===== src/rtl/mem_port_arbiter.sv =====
// Shared single-port memory arbiter for IF fetch and MEM data access.
// Ports: clk/rst_n, if_* fetch side, d_* data side, mem_* memory side,
// if_stall/mem_stall (comb: req & ~ack), busy (FSM not idle).
module mem_port_arbiter #(
  parameter int ADDR_W     = 32,
  parameter int DATA_W     = 32,
  parameter int MEM_LAT    = 2,
  parameter int STARVE_MAX = 3
) (
  input  logic              clk,
  input  logic              rst_n,
  input  logic              if_req,
  input  logic [ADDR_W-1:0] if_addr,
  output logic [DATA_W-1:0] if_rdata,
  output logic              if_ack,
  input  logic              d_req,
  input  logic              d_we,
  input  logic [ADDR_W-1:0] d_addr,
  input  logic [DATA_W-1:0] d_wdata,
  output logic [DATA_W-1:0] d_rdata,
  output logic              d_ack,
  output logic              mem_cs,
  output logic              mem_we,
  output logic [ADDR_W-1:0] mem_addr,
  output logic [DATA_W-1:0] mem_din,
  input  logic [DATA_W-1:0] mem_dout,
  output logic              if_stall,
  output logic              mem_stall,
  output logic              busy
);

  typedef enum logic [1:0] {
    IDLE,
    ISSUE,
    WAIT,
    RESP
  } state_t;

  localparam logic [3:0] LAT_LD = 4'(MEM_LAT - 1);
  localparam logic [3:0] SMAX   = 4'(STARVE_MAX);

  state_t      state_q;
  state_t      state_d;
  logic        own_d_q;
  logic        own_we_q;
  logic [3:0]  cnt_q;
  logic [3:0]  starve_q;
  logic        grant;
  logic        pick_d;
  logic        last_wait;

  assign last_wait = (state_q == WAIT) && (cnt_q == 4'd0);

  always_comb begin
    state_d = state_q;
    grant   = 1'b0;
    pick_d  = 1'b0;
    unique case (state_q)
      IDLE: begin
        if (if_req || d_req) begin
          state_d = ISSUE;
          grant   = 1'b1;
          // data wins unless fetch has waited out its starvation budget
          pick_d  = d_req &&
                    !(if_req && (starve_q == SMAX));
        end
      end
      ISSUE: state_d = WAIT;
      WAIT: begin
        if (cnt_q == 4'd0) state_d = RESP;
      end
      RESP:    state_d = IDLE;
      default: state_d = IDLE;
    endcase
  end

  always_ff @(posedge clk or negedge rst_n) begin
    if (!rst_n) begin
      state_q  <= IDLE;
      own_d_q  <= 1'b0;
      own_we_q <= 1'b0;
      cnt_q    <= 4'd0;
      starve_q <= 4'd0;
      mem_cs   <= 1'b0;
      mem_we   <= 1'b0;
      mem_addr <= '0;
      mem_din  <= '0;
      if_ack   <= 1'b0;
      d_ack    <= 1'b0;
      busy     <= 1'b0;
      if_rdata <= '0;
      d_rdata  <= '0;
    end else begin
      state_q <= state_d;
      busy    <= (state_d != IDLE);
      mem_cs  <= grant;
      mem_we  <= grant && pick_d && d_we;
      if_ack  <= (state_d == RESP) && !own_d_q;
      d_ack   <= (state_d == RESP) && own_d_q;

      if (grant) begin
        own_d_q  <= pick_d;
        own_we_q <= pick_d && d_we;
        mem_addr <= pick_d ? d_addr : if_addr;
        mem_din  <= pick_d ? d_wdata : '0;
        if (pick_d && if_req) begin
          if (starve_q != SMAX)
            starve_q <= starve_q + 4'd1;
        end else begin
          starve_q <= 4'd0;
        end
      end

      if (state_q == ISSUE)
        cnt_q <= LAT_LD;
      else if (state_q == WAIT && cnt_q != 4'd0)
        cnt_q <= cnt_q - 4'd1;

      if (last_wait) begin
        if (!own_d_q)
          if_rdata <= mem_dout;
        else if (!own_we_q)
          d_rdata <= mem_dout;
      end
    end
  end

  assign if_stall  = if_req & ~if_ack;
  assign mem_stall = d_req & ~d_ack;

endmodule


===== config.mk =====
export PLATFORM = sky130hd
export DESIGN_NAME = mem_port_arbiter
export DESIGN_NICKNAME = d
export VERILOG_FILES = /design/src/rtl/mem_port_arbiter.sv
export SDC_FILE = /design/constraint.sdc
export NUM_CORES = 1
export LEC_CHECK = 0
export ABC_AREA = 1
export ABC_CLOCK_PERIOD_IN_PS = 3400
export CAP_MARGIN = 20
export CORE_MARGIN = 2
export CORE_UTILIZATION = 40
export DETAILED_ROUTE_END_ITERATION = 7
export DONT_BUFFER_PORTS = 1
export PLACE_DENSITY = 0.65
export SYNTH_ARGS = -nofsm -noshare
export SYNTH_HDL_FRONTEND = slang
export SYNTH_SLANG_ARGS = --single-unit
export TNS_END_PERCENT = 50

===== constraint.sdc =====
create_clock -name clk -period 3.4 [get_ports clk]
set_clock_uncertainty 0.15 [all_clocks]
set_input_delay 0.34 -clock clk [delete_from_list [all_inputs] [get_ports clk]]
set_output_delay 0.34 -clock clk [all_outputs]
set_load 0.1 [all_outputs]

# ---- Word-level counts from Yosys, hierarchy flattened
# Cells that the tools add are included.
# W data, S select, Z words.
dict set report classes {
  shifts 0
  add_sub_neg 2
  order_cmp 0
  mul 0
  mux 13
  bitwise 6
  reduce_logical 21
  div 0
  eq_ne 7
}
# cell n
set ops {}
lappend ops {{$mux W32} 2}
lappend ops {{$mux W4} 4}
lappend ops {{$logic_and A1 B1 Y1} 10}
lappend ops {{$pmux W2 S4} 1}
lappend ops {{$eq A2 B2 Y1 const B} 3}
lappend ops {{$add A4 B1 Y4 const B} 1}
lappend ops {{$eq A4 B2 Y1 const B} 1}
lappend ops {{$logic_not A4 Y1} 1}
lappend ops {{$mux W1} 4}
lappend ops {{$mux W2} 2}
lappend ops {{$ne A4 B2 Y1 const B} 1}
lappend ops {{$not A1 Y1} 4}
lappend ops {{$reduce_and A2 Y1} 2}
lappend ops {{$reduce_bool A2 Y1} 2}
lappend ops {{$reduce_bool A4 Y1} 1}
lappend ops {{$sub A4 B1 Y4 const B} 1}
lappend ops {{$reduce_and A3 Y1} 1}
lappend ops {{$and A1 B1 Y1} 2}
lappend ops {{$eq A2 B1 Y1 const B} 1}
lappend ops {{$logic_not A1 Y1} 2}
lappend ops {{$logic_not A2 Y1} 1}
lappend ops {{$ne A2 B1 Y1 const B} 1}
lappend ops {{$logic_or A1 B1 Y1} 1}
dict set report word_totals {
  out_inout_bits 135
  reg_bits 145
  memories 0
  rom_bits 0
  mem_bits_rw 0
  latch_bits 0
}

# ---- Longest topological paths before layout
# Gate-level depths: netlist (run 1).
dict set report depth {
  word_depth 9
  depth_mapped 9
  depth_no_buf 8
}

# ---- Worst setup path before layout (run 1)
# No wires, ideal clock.
dict set report synth_timing {
  path_kind {reg2out}
  from {register if_ack}
  to {output if_stall}
  t_arrival_ns 2.144
  path_stages_with_launch 2
  required_time_ns 2.910
  path_slack_ns 0.766
  path_buffers 0
  path_cell_list {dfrtp_1 > nor2_1}
}
dict set report synth_via {
  elab_chain_len 2
}
# item line
set synth_lines {}
lappend synth_lines {{start: declaration} 15} ;# output logic if_ack,
lappend synth_lines {{start signal: assignment} 98} ;# if_ack <= (state_d == RESP) && !own_d_q;
lappend synth_lines {{$not A1 Y1} 128} ;# assign if_stall = if_req & ~if_ack;
lappend synth_lines {{$and A1 B1 Y1} 128}
lappend synth_lines {{end: declaration} 27} ;# output logic if_stall,
# No other way between the ends.

# ---- Worst setup path in the final report (run 1)
dict set report layout_timing {
  from {register starve_q[0]}
  to {register mem_addr[10]}
}
dict set report layout_via {
  elab_chain_len 7
}
# item line
set layout_lines {}
lappend layout_lines {{start: declaration} 47} ;# logic [3:0] starve_q;
lappend layout_lines {{start signal: assignment} 108} ;# starve_q <= starve_q + 4'd1;
lappend layout_lines {{$eq A4 B2 Y1} 65} ;# !(if_req && (starve_q == SMAX));
lappend layout_lines {{$logic_and A1 B1 Y1} 65}
lappend layout_lines {{$logic_not A1 Y1} 65}
lappend layout_lines {{$logic_and A1 B1 Y1} 64} ;# pick_d = d_req &&
lappend layout_lines {{$mux W1} 60} ;# if (if_req || d_req) begin
lappend layout_lines {{$mux W1} 58} ;# unique case (state_q)
lappend layout_lines {{$mux W32} 104} ;# mem_addr <= pick_d ? d_addr : if_addr;
lappend layout_lines {{end signal: assignment} 104}
lappend layout_lines {{end: declaration} 24} ;# output logic [ADDR_W-1:0] mem_addr,
# No other way between the ends.
# A chain may end at the register's enable or synchronous reset.

==> impl_metrics.json, run 1 <==
{
  "run_status": "finished, violations left",
  "violations": "hold timing",
  "relSlewSlack_pct": 33.0,
  "clock_latency_ns": 0.42,
  "regArea_sq_mm": 0.00363,
  "synth_top_area_cell": "dfrtp_1",
  "post-dp-hpwl_mm": 9.85,
  "final_hold_viol_count": 145,
  "worstSetupPathType": "register to register",
  "crit_arrival_ns": 3.09,
  "ant_nets": 0,
  "die_h_um": 131,
  "route.detailed.wl_per_inst_um": 15.5,
  "synth_area_sq_mm": 0.00645,
  "overflow": 0,
  "post_cts_buffers": 0,
  "cp_max_fo": 35,
  "track_usage_pct": 18.4,
  "grt_pass1_vias": 4985,
  "routed_wl_mm": 16.1,
  "fp.dieW_um": 131,
  "cts_buffer_depth": 2,
  "rsz0062_at_grt": "false",
  "initial_core_util_pct": 40.8,
  "area_growth_pct": 27.5,
  "fill_cells": 1382,
  "stdcell_count": 1042,
  "fin_crit_ns": 2.89,
  "synth.avg_cell_area_sq_um": 9.05,
  "required_ns": 3.60,
  "clkTransAtPathRegs_ns": 0.06,
  "seq_area_frac_synth_pct": 56.2,
  "fin_crit_sh_pct": 85.0,
  "h-tree-depth": 4,
  "ys_ff_latch": 145,
  "cts_tree": "done",
  "mostFrequentLayoutCells": "nand2_1 (244), dfrtp_1 (145), dlygate4sd3_1 (114)",
  "diodes": 0,
  "rows": 46,
  "grt_max_degree": 146,
  "fmax_mhz": 346,
  "antenna_found_initial": 1,
  "slowest_stage": "dlygate4sd3_1",
  "multi_input_area_sq_mm": 0.00226,
  "drtIter0Drc": 206,
  "drv_slew": 0,
  "cts_resized": 0,
  "io_buffers": 0,
  "synth_area_leaders": "dfrtp_1 (56%), nand2_1 (14%), nand3_1 (5.6%)",
  "post_drt_via_cell_ratio": 4.89,
  "final_common_cell": "nand2_1",
  "drc": 0,
  "worst_pin_slew_ns": 1.01,
  "grt_pass1_wl_mm": 24.5,
  "crit_family": "simple AND/OR/NAND/NOR gates",
  "setup_viol": 0,
  "maxCapViolCount": 0,
  "syn_inst": 713,
  "die_area_sq_mm": 0.0172,
  "cp_common_cell": "nand2_1",
  "numPlacedInstances": 897,
  "worstPathCellList": "ha_1 > nand2_1 > inv_1 > nand2_2 > nand2_2 > nand2_1 > nand3_1 > dlygate4sd3_1 > nand2_1",
  "cts-root-buf": "clkbuf_16",
  "hold_class": "input port to async pin",
  "setup_tns_ns": 0,
  "worstSetupStartpointType": "register",
  "synth_fp_nets": 852,
  "final_cell_area_sq_mm": 0.00823,
  "cts.sinks": 145,
  "synth.top_cell.area_share_pct": 56.2,
  "timing.hold.ws_ns": -0.524,
  "netlist-cell-type-count": 23,
  "num_vias": 5095,
  "first_pass_iters": 5,
  "slowest_delay_ns": 0.59,
  "top_level_ports": 268,
  "drive_above_1_share_pct": 10.4,
  "yosys_warnings": 0,
  "cts_hold_buf": 114,
  "endpoint_kind": "register",
  "nets": 953,
  "cts_buffers": 17,
  "place_area_sq_mm": 0.00652,
  "gp_congestion": 0.765,
  "final_util_pct": 52.0,
  "design.core.area_sq_mm": 0.0158,
  "cp_num_buf_inv": 2
}
[area by class of cell]
class,instances,share of cell area [%]
flip-flops and latches,145,44.1
multi-input cells,448,27.5
inverters,81,3.69
clock buffers,22,5.64
well taps,216,3.28
clock inverters,9,1.32
repair buffers,121,14.5
[worst reg2reg max path, cell delays in order, from the launching register on]
cell,delay [ns]
dfrtp_1,0.41
ha_1,0.23
nand2_1,0.06
inv_1,0.04
nand2_2,0.41
nand2_2,0.55
nand2_1,0.21
nand3_1,0.08
dlygate4sd3_1,0.60
nand2_1,0.07
[path summary, 6_finish.rpt]
kind                                      to  slack [ns]         from  depth (start not counted)
max in group asynchronous        mem_addr[5]        3.39        rst_n                          0
min in group clk                mem_addr[23]        0.02  if_addr[23]                          4
worst max register to register  mem_addr[10]        0.51  starve_q[0]                          9
worst max-delay path            mem_addr[10]        0.51  starve_q[0]                          9
worst min-delay path             d_rdata[19]       -0.52        rst_n                          0
worst min register to register        if_ack        0.26      own_d_q                          1
[per-layer routing]
layer | global-route usage (%) | part of all wire, % | routed length, um
met1 | 21.5 | 40 | 6490
met2 | 30.0 | 47 | 7570
met3 | 7.61 | 11 | 1700
met4 | 7.88 | 2.1 | 345
met5 | 0 | 0.081 | 13
[Yosys cell counts (all sizes together)]
cell,n
nand2,246
dfrtp,145
inv,81
o21ai,75
nand3,74
buf,35
nand3b,32
nor2,10
ha,6
clkbuf,4
xor2,2
nand4,1
or2,1
xnor2,1
[through the flow]
| step | setup WS [ns] | hold WS (ns) |
|---|---|---|
| 6_report | 0.510 | -0.524 |
| 3_3_place_gp | 1.17 | -0.103 |
| 4_1_cts | 0.577 | -0.551 |
| 5_1_grt | 0.232 | -0.553 |
| 2_1_floorplan | 0.766 | -0.106 |
| 3_5_place_dp | 1.07 | -0.102 |
[cells by family after synthesis]
logic type	share of synthesized area [%]
buffers and inverters	8.99
AOI/OAI and AO/OA	8.14
adders and majority gates	1.16
and+or+nand+nor	25.1
xor gates and xnor gates	0.407
DFF	56.2
[registers in the layout (all words and copies together), names as in the netlist, 2 cells and up]
register  count
cnt_q         4
starve_q      4
mem_din      32
if_rdata     32
d_rdata      32
state_q       2
mem_addr     32
Power of run 1 is not shown: default switching activity piles up to over one toggle a cycle in this logic, so the estimate is an artifact.
==> inputs of run 2 (changes only) <==
--- a/config.mk
+++ b/config.mk
@@ -6,13 +6,13 @@
 export NUM_CORES = 1
 export LEC_CHECK = 0
 export ABC_AREA = 1
-export ABC_CLOCK_PERIOD_IN_PS = 3400
+export ABC_CLOCK_PERIOD_IN_PS = 2400
 export CAP_MARGIN = 20
 export CORE_MARGIN = 2
 export CORE_UTILIZATION = 40
 export DETAILED_ROUTE_END_ITERATION = 7
 export DONT_BUFFER_PORTS = 1
-export PLACE_DENSITY = 0.65
+export PLACE_DENSITY = 0.67
 export SYNTH_ARGS = -nofsm -noshare
 export SYNTH_HDL_FRONTEND = slang
 export SYNTH_SLANG_ARGS = --single-unit
==> constraint.sdc (replaced) <==
create_clock -name clk -period 2.4 [get_ports clk]
set_clock_uncertainty 0.15 [all_clocks]
set_input_delay 0.24 -clock clk [delete_from_list [all_inputs] [get_ports clk]]
set_output_delay 0.24 -clock clk [all_outputs]
set_load 0.1 [all_outputs]
==> run 2 against run 1 <==
Compared with the run above: the flow still finishes with violations (hold timing); cell area is 14% higher; setup slack worse by 0.26 ns; sequential share of layout area is 5.3 points lower; via count is 14% higher; critical path depth down 1; count of clock-buffer cells in the layout stayed put; final cell count up 14%; non-clock buffer count increased by 146; critical path type unchanged; largest cell class unchanged; highest routed layer is now met4.
==> impl_metrics.json, run 2 (same netlist as run 1, synthesis figures left out) <==
{
  "worst_pin_slew_ns": 0.917,
  "drive_above_1_share_pct": 22.2,
  "clock_latency_ns": 0.41,
  "timing.hold.ws_ns": -0.622,
  "run_status": "finished, violations left",
  "rows": 46,
  "gp_congestion": 0.772,
  "area_growth_pct": 44.8,
  "post_drt_via_cell_ratio": 4.88,
  "routed_wl_mm": 18.9,
  "maxCapViolCount": 0,
  "violations": "hold timing",
  "io_buffers": 0,
  "design.core.area_sq_mm": 0.0158,
  "setup_viol": 0,
  "fp.dieW_um": 131,
  "drc": 0,
  "die_h_um": 131,
  "crit_path_start": "state_q[0]",
  "r2r_start": "state_q[0]",
  "endpoint_kind": "register",
  "ant_nets": 0,
  "rsz0062_at_grt": "false",
  "h-tree-depth": 4,
  "first_pass_iters": 5,
  "required_ns": 2.60,
  "cp_max_fo": 35,
  "fin_crit_sh_pct": 89.6,
  "crit_arrival_ns": 2.35,
  "mostFrequentLayoutCells": "nand2_1 (244), dfrtp_1 (145), buf_4 (134)",
  "diodes": 0,
  "cts_buffer_depth": 2,
  "clkTransAtPathRegs_ns": 0.06,
  "grt_pass1_wl_mm": 28.4,
  "overflow": 0,
  "drtIter0Drc": 298,
  "drv_slew": 0,
  "cts.sinks": 145,
  "fin_crit_ns": 2.15,
  "cts_buffers": 17,
  "track_usage_pct": 21.5,
  "cts_tree": "done",
  "nets": 1099,
  "relSlewSlack_pct": 38.9,
  "route.detailed.wl_per_inst_um": 15.9,
  "num_vias": 5801,
  "cts-root-buf": "clkbuf_16",
  "initial_core_util_pct": 40.8,
  "antenna_found_initial": 0,
  "post-dp-hpwl_mm": 10.8,
  "post_cts_buffers": 0,
  "fmax_mhz": 465,
  "final_hold_viol_count": 145,
  "final_util_pct": 59.1,
  "grt_max_degree": 146,
  "cts_hold_buf": 131,
  "grt_pass1_vias": 5651,
  "top_level_ports": 268,
  "worstSetupStartpointType": "register",
  "cts_resized": 0,
  "worstSetupPathType": "register to register",
  "final_common_cell": "nand2_1",
  "die_area_sq_mm": 0.0172,
  "hold_class": "input port to async pin"
}
-- run 2: path summary, 6_finish.rpt --
path | to | slack, ns | depth (start not counted)
worst max register to register | mem_addr[20] | 0.25 | 8
max in group asynchronous | d_rdata[25] | 2.54 | 0
worst min-delay path | d_rdata[17] | -0.62 | 0
min in group clk | mem_din[24] | 0.03 | 4
worst max-delay path | mem_addr[20] | 0.25 | 8
worst min register to register | if_ack | 0.27 | 1
-- run 2: per-layer routing --
metal  track usage [%]  part of all wire [%]
met1              24.8                    38
met2              35.8                    49
met3              7.61                    10
met4              10.0                   3.1
met5                 0                     0
-- run 2: cell type report --
type / instances / area, sq um
Inverter: 81 / 304
Clock inverter: 10 / 62.6
Multi-Input combinational cell: 448 / 2260
Tap cell: 216 / 270
Timing Repair Buffer: 267 / 2360
Fill cell: 1281 / 6480
Clock buffer: 22 / 464
Sequential cell: 145 / 3630
-- run 2: critical path: stages (launching register included) --
cell     delay (ns)
dfrtp_1        0.38
inv_1          0.13
ha_1           0.24
nand2_1        0.08
inv_2          0.20
nand2_2        0.47
nand2_1        0.24
nand3_1        0.12
nand2_1        0.08
-- run 2: per-stage QoR --
stage          instance area, sq um  setup TNS, ns  worst slack [ns]  cells
3_5_place_dp                   7510              0             0.331   1026
5_1_grt                        9350              0            0.0447   1189
6_report                       9350              0             0.248   1189
3_3_place_gp                   7510              0             0.394   1026
4_1_cts                        9350              0             0.321   1189
2_1_floorplan                  6460         -0.134            -0.134    713
Power of run 2 is left out for the same reason.
